## src/rtl/next_pc_gen.sv

```systemverilog
// Next-PC generator feeding the PC register: sequential, branch, jump and jr redirects with stall.
// Define DELAY_SLOT_EN to build the MIPS delay slot (SLOT state plus pending target register).
module next_pc_gen #(
  parameter logic [31:0] RESET_VECTOR = 32'h00000000,
  parameter logic [31:0] PC_STEP      = 32'd4
) (
  input  logic        clk,
  input  logic        reset,
  input  logic [31:0] currPC,
  input  logic        stall,
  input  logic        branch,
  input  logic [15:0] branch_imm,
  input  logic        jump,
  input  logic [25:0] jump_index,
  input  logic        jr,
  input  logic [31:0] jr_addr,
  output logic [31:0] nextPC,
  output logic        redirect_pending,
  output logic        addr_err
);

  // state | meaning
  // SEQ   | sequential fetch, redirect requests accepted
  // SLOT  | delay-slot instruction issued; pending target goes out next

  logic [31:0] seq_pc;
  logic [31:0] br_tgt;
  logic [31:0] j_tgt;
  logic [31:0] jr_tgt;
  logic [31:0] sel_tgt;
  logic        req;
  logic        misalign;
  logic [31:0] next_pc;
  logic        addr_err_d;
  logic        addr_err_q;

  always_comb begin
    seq_pc   = currPC + PC_STEP;
    br_tgt   = currPC + 32'd4 + {{14{branch_imm[15]}}, branch_imm, 2'b00};
    j_tgt    = {seq_pc[31:28], jump_index, 2'b00};
    jr_tgt   = {jr_addr[31:2], 2'b00};
    req      = jr | jump | branch;
    misalign = jr & (jr_addr[1:0] != 2'b00);
    if (jr) begin
      sel_tgt = jr_tgt;
    end else if (jump) begin
      sel_tgt = j_tgt;
    end else begin
      sel_tgt = br_tgt;
    end
  end

`ifdef DELAY_SLOT_EN
  typedef enum logic {SEQ, SLOT} state_t;

  state_t      state_q, state_d;
  logic [31:0] pend_q, pend_d;

  always_comb begin
    state_d    = state_q;
    pend_d     = pend_q;
    addr_err_d = 1'b0;
    next_pc    = seq_pc;
    if (reset) begin
      next_pc = RESET_VECTOR;
    end else if (stall) begin
      next_pc = currPC;
    end else if (state_q == SLOT) begin
      // requests seen while in the slot are deliberately ignored
      next_pc = pend_q;
      state_d = SEQ;
    end else if (req) begin
      next_pc    = seq_pc;
      pend_d     = sel_tgt;
      state_d    = SLOT;
      addr_err_d = misalign;
    end
  end

  always_ff @(posedge clk) begin
    if (reset) begin
      state_q    <= SEQ;
      pend_q     <= '0;
      addr_err_q <= 1'b0;
    end else begin
      state_q    <= state_d;
      pend_q     <= pend_d;
      addr_err_q <= addr_err_d;
    end
  end

  assign redirect_pending = (state_q == SLOT) & ~reset;
`else
  always_comb begin
    addr_err_d = 1'b0;
    next_pc    = seq_pc;
    if (reset) begin
      next_pc = RESET_VECTOR;
    end else if (stall) begin
      next_pc = currPC;
    end else if (req) begin
      next_pc    = sel_tgt;
      addr_err_d = misalign;
    end
  end

  always_ff @(posedge clk) begin
    if (reset) begin
      addr_err_q <= 1'b0;
    end else begin
      addr_err_q <= addr_err_d;
    end
  end

  assign redirect_pending = 1'b0;
`endif

  assign nextPC   = next_pc;
  assign addr_err = addr_err_q;

endmodule

```

## config.mk

```make
export PLATFORM = sky130hd
export DESIGN_NAME = next_pc_gen
export DESIGN_NICKNAME = d
export VERILOG_FILES = /design/src/rtl/next_pc_gen.sv
export SDC_FILE = /design/constraint.sdc
export NUM_CORES = 1
export LEC_CHECK = 0
export CELL_PAD_IN_SITES_DETAIL_PLACEMENT = 0
export CELL_PAD_IN_SITES_GLOBAL_PLACEMENT = 2
export CORE_MARGIN = 2
export CORE_UTILIZATION = 23
export CTS_BUF_LIST = sky130_fd_sc_hd__clkbuf_4
export DETAILED_ROUTE_END_ITERATION = 10
export MAX_ROUTING_LAYER = met4
export PLACE_DENSITY_LB_ADDON = 0.08
export REMOVE_ABC_BUFFERS = 1
export SLEW_MARGIN = 0
export SYNTH_ARGS = -nofsm -noshare
export SYNTH_HDL_FRONTEND = slang
export SYNTH_SLANG_ARGS = --single-unit
```

## constraint.sdc

```tcl
create_clock -name clk -period 6.3 [get_ports clk]
set_input_delay 1.26 -clock clk [delete_from_list [all_inputs] [get_ports clk]]
set_output_delay 1.26 -clock clk [all_outputs]
set_load 0.02 [all_outputs]
```

==> results of run 1 <==
==> per-layer routing <==
| layer | share of wire (%) | up-vias |
|---|---|---|
| met5 | 0 | - |
| met1 | 49 | 2324 |
| met2 | 46 | 140 |
| met3 | 4.0 | 8 |
| met4 | 0.51 | 0 |
| li1 | - | 2519 |
==> area by class of cell <==
class	instances	share of cell area, %
inverters	20	1.15
multi-input cells	472	54.0
repair buffers	307	41.0
flip-flops and latches	1	0.308
well taps	184	3.54
==> synthesized netlist by cell type, drive strengths merged (4+ instances only) <==
library cell,instances,area share (%)
nand2,61,6.7
a21oi,55,8.2
nor2,42,4.6
o21ai,38,5.6
xnor2,38,10
ha,34,12
nand3,23,3.7
clkbuf,21,2.3
inv,20,2.2
a21o,18,4.0
nor3,14,2.3
xor2,12,3.1
a22oi,11,2.4
a221oi,10,2.9
a211oi,8,2.2
a221o,8,2.3
buf,8,1.1
nand4,8,1.6
and2,7,1.3
o22ai,7,1.3
and3,6,1.1
o21a,6,1.3
nand2b,5,0.91
a31oi,4,0.73
and4,4,1.0
nor2b,4,0.95
o2111ai,4,1.0
or3,4,0.88
==> cell families (layout without fill, tap and decap cells) <==
group | Yosys count | in the layout | share of synthesized area [%]
and+or+nand+nor | 187 | 187 | 27.3
DFF | 1 | 1 | 0.585
xor gates and xnor gates | 50 | 50 | 13.0
adders and majority gates | 35 | 35 | 13.0
AOI/OAI and AO/OA | 194 | 194 | 38.8
other | 1 | 1 | 0.110
muxes | 5 | 5 | 1.54
buffers and inverters | 49 | 327 | 5.60
==> through the flow <==
step                setup TNS [ns]  power, mW  setup slack [ns]
global route                     0      0.594           0.00749
CTS                              0      0.533           0.00196
finish                           0      0.547             0.194
floorplan                        0      0.242             0.227
global placement             -5.67      0.524            -0.628
detailed placement           -5.83      0.524            -0.687
==> report_power, final <==
part | leakage, nW | switching [mW] | internal, mW
Combinational | 2.96 | 0.260 | 0.280
Sequential | 0.00818 | 0.0000570 | 0.00670
Clock | 0 | 0 | 0
==> timing repair <==
action / CTS / global route
setup endpoints to repair: 19 / 21
resized for setup: 62 / 68
hold buffers: 0 / 0
buffers inserted: 1 / 6
pin swaps: 11 / 23
==> worst min-delay path by stage <==
stage | from | end | slack (ns) | cells after the start
6_report | jr_addr[0] | addr_err$_SDFF_PP0_ | 1.89 | 3
5_1_grt | jr_addr[1] | addr_err$_SDFF_PP0_ | 1.94 | 3
4_1_cts | jr_addr[0] | addr_err$_SDFF_PP0_ | 1.90 | 3
3_5_place_dp | jr_addr[0] | addr_err$_SDFF_PP0_ | 1.88 | 3
3_3_place_gp | jr_addr[0] | addr_err$_SDFF_PP0_ | 1.90 | 3
2_1_floorplan | jr_addr[0] | addr_err$_SDFF_PP0_ | 1.41 | 2
==> worst max-delay path: stages <==
cell,delay [ns]
clkbuf_2,0.10
ha_2,0.20
and4_4,0.23
and3_4,0.21
nor3b_4,0.23
nand3_2,0.11
xnor2_2,0.16
ha_1,0.36
nand2_2,0.12
o21ai_4,0.08
o41ai_4,0.35
o211ai_1,0.14
buf_4,0.17
a41oi_2,0.17
mux2i_2,0.28
xnor2_1,0.10
o41ai_1,0.34
buf_2,0.23
==> impl_metrics.ini, run 1 <==
[sta]
worst_pin_slew_ns = 0.787
period_share_pct = 96.9
timing.fmax_ghz = 0.164
hold_viol = 0
period_needed_ns = 6.11
max_slew_margin_pct = 47.3
whs_ns = 1.89
rsz0062_at_grt = no
setup_viol = 0
drv_slew = 0

[routing]
drcViolationCount = 0
drt_iter0_drc = 286
firstDrtPassIters = 5
viasPerCell = 5.07
wl_um = 17400
ant_nets = 0
wl_per_cell_um = 17.7
via_count = 4991

[grt]
grt_start_max_net_pins = 30
met3_usage_pct = 1.02
grt_most_used_layer = met2
antenna_found_initial = 0
met1_usage_pct = 30.4
grt_pass1_wl_um = 27200
grt_overflow_total = 0
use_met2_pct = 36.1
grt_usage_pct = 21.6
grt_pass1_vias = 5039

[synth]
ys_types = 68
ys_seq_elements = 1
synth_edf_count = 0
yosysWarningCount = 0
syn_avg_cell_area_sq_um = 6.55
async_reset_ff_share_pct = 0
syn_inst = 522
synth_ff_type = dfxtp_1
synth_seq_area_share_pct = 0.585
synth_area_sq_mm = 0.00342

[power_and_ir_drop]
vdd_drop_max_mv = 0.0257
p_leak_nw = 2.97
power.density_mw_per_mm2 = 84.1

[critical_path]
crit_fanout = 4
worst_ep_arrival_time_ns = 4.85
crit_type = input port to output port
crit_start = currPC[2]
start_kind = input port
crit_path_end = nextPC[31]
critPathCaptureType = output port
worstPathRequired_ns = 5.04

[placement]
place_area_sq_mm = 0.00615
gp_congestion = 0.877
placed_cells = 977
port_buffers = 144
dpl.hpwl_um = 14000

[final_layout]
fillCellCount = 1515
multiInputGateArea_sq_mm = 0.00351
final_core_util_pct = 44.7
syn_to_final_growth_pct = 90.1
final_cell_mix = buf_4, clkdlybuf4s50_1, nand2_1
ff_latch_area_sq_um = 20.0
layout_commonest_cell = buf_4
instances_no_fill = 984
finalInstanceArea_sq_mm = 0.00650
num-nets-final = 949
drive_above_1_share_pct = 30.0
antenna_cells = 0
largest_register_ffs = 1

[floorplanning]
dieArea_sq_mm = 0.0159
initial_core_util_pct = 23.5
dieHeight_um = 126
boundaryPins = 146
die_w_um = 126
row_count = 44
core_sq_mm = 0.0145

[run]
max_cap_viol_count = 0

[outcome]
status = finished, final reports clean

[hold_path]
hp-class = input port to flop

[clocking]
clk_pin_slew_ns = 0
(Power assumes the default switching activity.)
==> run 2, diff against run 1 <==
--- a/config.mk
+++ b/config.mk
@@ -18,3 +18,4 @@
 export SYNTH_ARGS = -nofsm -noshare
 export SYNTH_HDL_FRONTEND = slang
 export SYNTH_SLANG_ARGS = --single-unit
+export TNS_END_PERCENT = 10
==> impl_metrics.ini, run 2 (same netlist as run 1, synthesis figures left out) <==
[critical_path]
start_kind = input port
crit_fanout = 3
worst_ep_arrival_time_ns = 5.20
critPathTopFamily = compound AO/OA/AOI/OAI gates
critPathCaptureType = output port
cp_slowest_cell = clkdlybuf4s50_1
worstPathRequired_ns = 5.04
path_common_cell = a21o_1
crit_type = input port to output port
cp.depth = 19
max_stage_delay_ns = 0.50
path_cells = clkdlybuf4s50_1, ha_2, and4_4, and3_4, nor2b_4, and2b_1, nand3_2, xor2_2, inv_1, ha_1, a21o_1, a21oi_2, o21ai_1, a21o_1, a41oi_2, mux2i_2, xnor2_1, o41ai_1, buf_2
cp_num_buf_inv = 3

[placement]
dpl.hpwl_um = 14000
placed_cells = 977
port_buffers = 144
dpl_worst_slack_ns = -0.687
gp_congestion = 0.877

[final_layout]
multiInputGateArea_sq_mm = 0.00340
instances_no_fill = 982
drive_above_1_share_pct = 28.8
layout_commonest_cell = buf_4
final_core_util_pct = 43.6
largest_register_ffs = 1
num-nets-final = 947
fillCellCount = 1521
antenna_cells = 0
ff_latch_area_sq_um = 20.0
final_cell_mix = buf_4, clkdlybuf4s50_1, nand2_1
syn_to_final_growth_pct = 85.3

[outcome]
violations = setup timing
status = complete, but fails checks

[sta]
rsz0062_at_grt = yes
period_share_pct = 102
max_slew_margin_pct = 47.2
hold_viol = 0
drv_slew = 0
whs_ns = 1.89
worst_pin_slew_ns = 0.790
worst_slack_ns = -0.156
period_needed_ns = 6.46
setup_viol = 3
timing.fmax_ghz = 0.155

[hold_path]
hp-class = input port to flop
hold_path_depth = 3

[power_and_ir_drop]
p_leak_nw = 2.83
power.density_mw_per_mm2 = 85.2
vdd_drop_max_mv = 0.0247

[floorplanning]
row_count = 44
dieHeight_um = 126
boundaryPins = 146
core_sq_mm = 0.0145
initial_core_util_pct = 23.5
die_w_um = 126
dieArea_sq_mm = 0.0159

[routing]
via_count = 4942
ant_nets = 0
drcViolationCount = 0
firstDrtPassIters = 4
viasPerCell = 5.03
wl_um = 17200
wl_per_cell_um = 17.5
drt_iter0_drc = 375

[grt]
grt_pass1_vias = 5018
grt_usage_pct = 21.5
grt_overflow_total = 0
antenna_found_initial = 0
grt_pass1_wl_um = 27100
grt_start_max_net_pins = 30

[run]
max_cap_viol_count = 0

[clocking]
clk_pin_slew_ns = 0
-- run 2: cell types whose count changed in the layout (fill, tap and decap cells not counted), sizes merged --
cell           change
clkbuf             +1
dlymetal6s2s      -12
dlygate4sd2        -4
buf                +1
clkdlybuf4s15      -1
dlygate4sd1        +1
clkdlybuf4s50     +12
-- run 2: layer usage --
metal / share of wire (%) / routed length (um) / up-vias / global-route usage (%)
met5: 0 / 0 / - / -
met4: 0.54 / 92 / 0 / 1.23
met3: 4.5 / 768 / 8 / 1.02
met2: 46 / 7840 / 132 / 35.8
met1: 49 / 8500 / 2287 / 30.3
li1: - / - / 2515 / -
-- run 2: repair_timing --
action                     4_1_cts  5_1_grt
gates cloned                     0        0
hold buffers                     0        0
hold endpoints to repair         0        0
resized for setup               51       67
pin swaps                        1       16
setup endpoints to repair       19       24
buffers inserted                 0        5
-- run 2: path summary, 6_finish.rpt --
path	start	end	slack [ns]
worst max-delay path	currPC[2]	nextPC[31]	-0.16
worst min-delay path	jr_addr[0]	addr_err$_SDFF_PP0_	1.89
-- run 2: per-stage QoR --
step	power, mW	setup TNS [ns]	instance area [sq um]
after floorplan	0.242	0	3300
after global placement	0.524	-5.67	6150
after detailed placement	0.524	-5.83	6150
after CTS	0.528	-1.34	6190
after global routing	0.587	-1.99	6340
final	0.540	-0.257	6340
-- run 2: report_power, final --
| group | internal, mW | switching, mW | leakage [nW] |
|---|---|---|---|
| Clock | 0 | 0 | 0 |
| Sequential | 0.00670 | 0.0000570 | 0.00818 |
| Combinational | 0.277 | 0.257 | 2.82 |
| Total | 0.283 | 0.257 | 2.83 |
-- run 2: cell type report --
| cell class | instances | area share (%) |
|---|---|---|
| well taps | 184 | 3.63 |
| flip-flops and latches | 1 | 0.316 |
| multi-input cells | 472 | 53.7 |
| repair buffers | 305 | 41.2 |
| inverters | 20 | 1.18 |
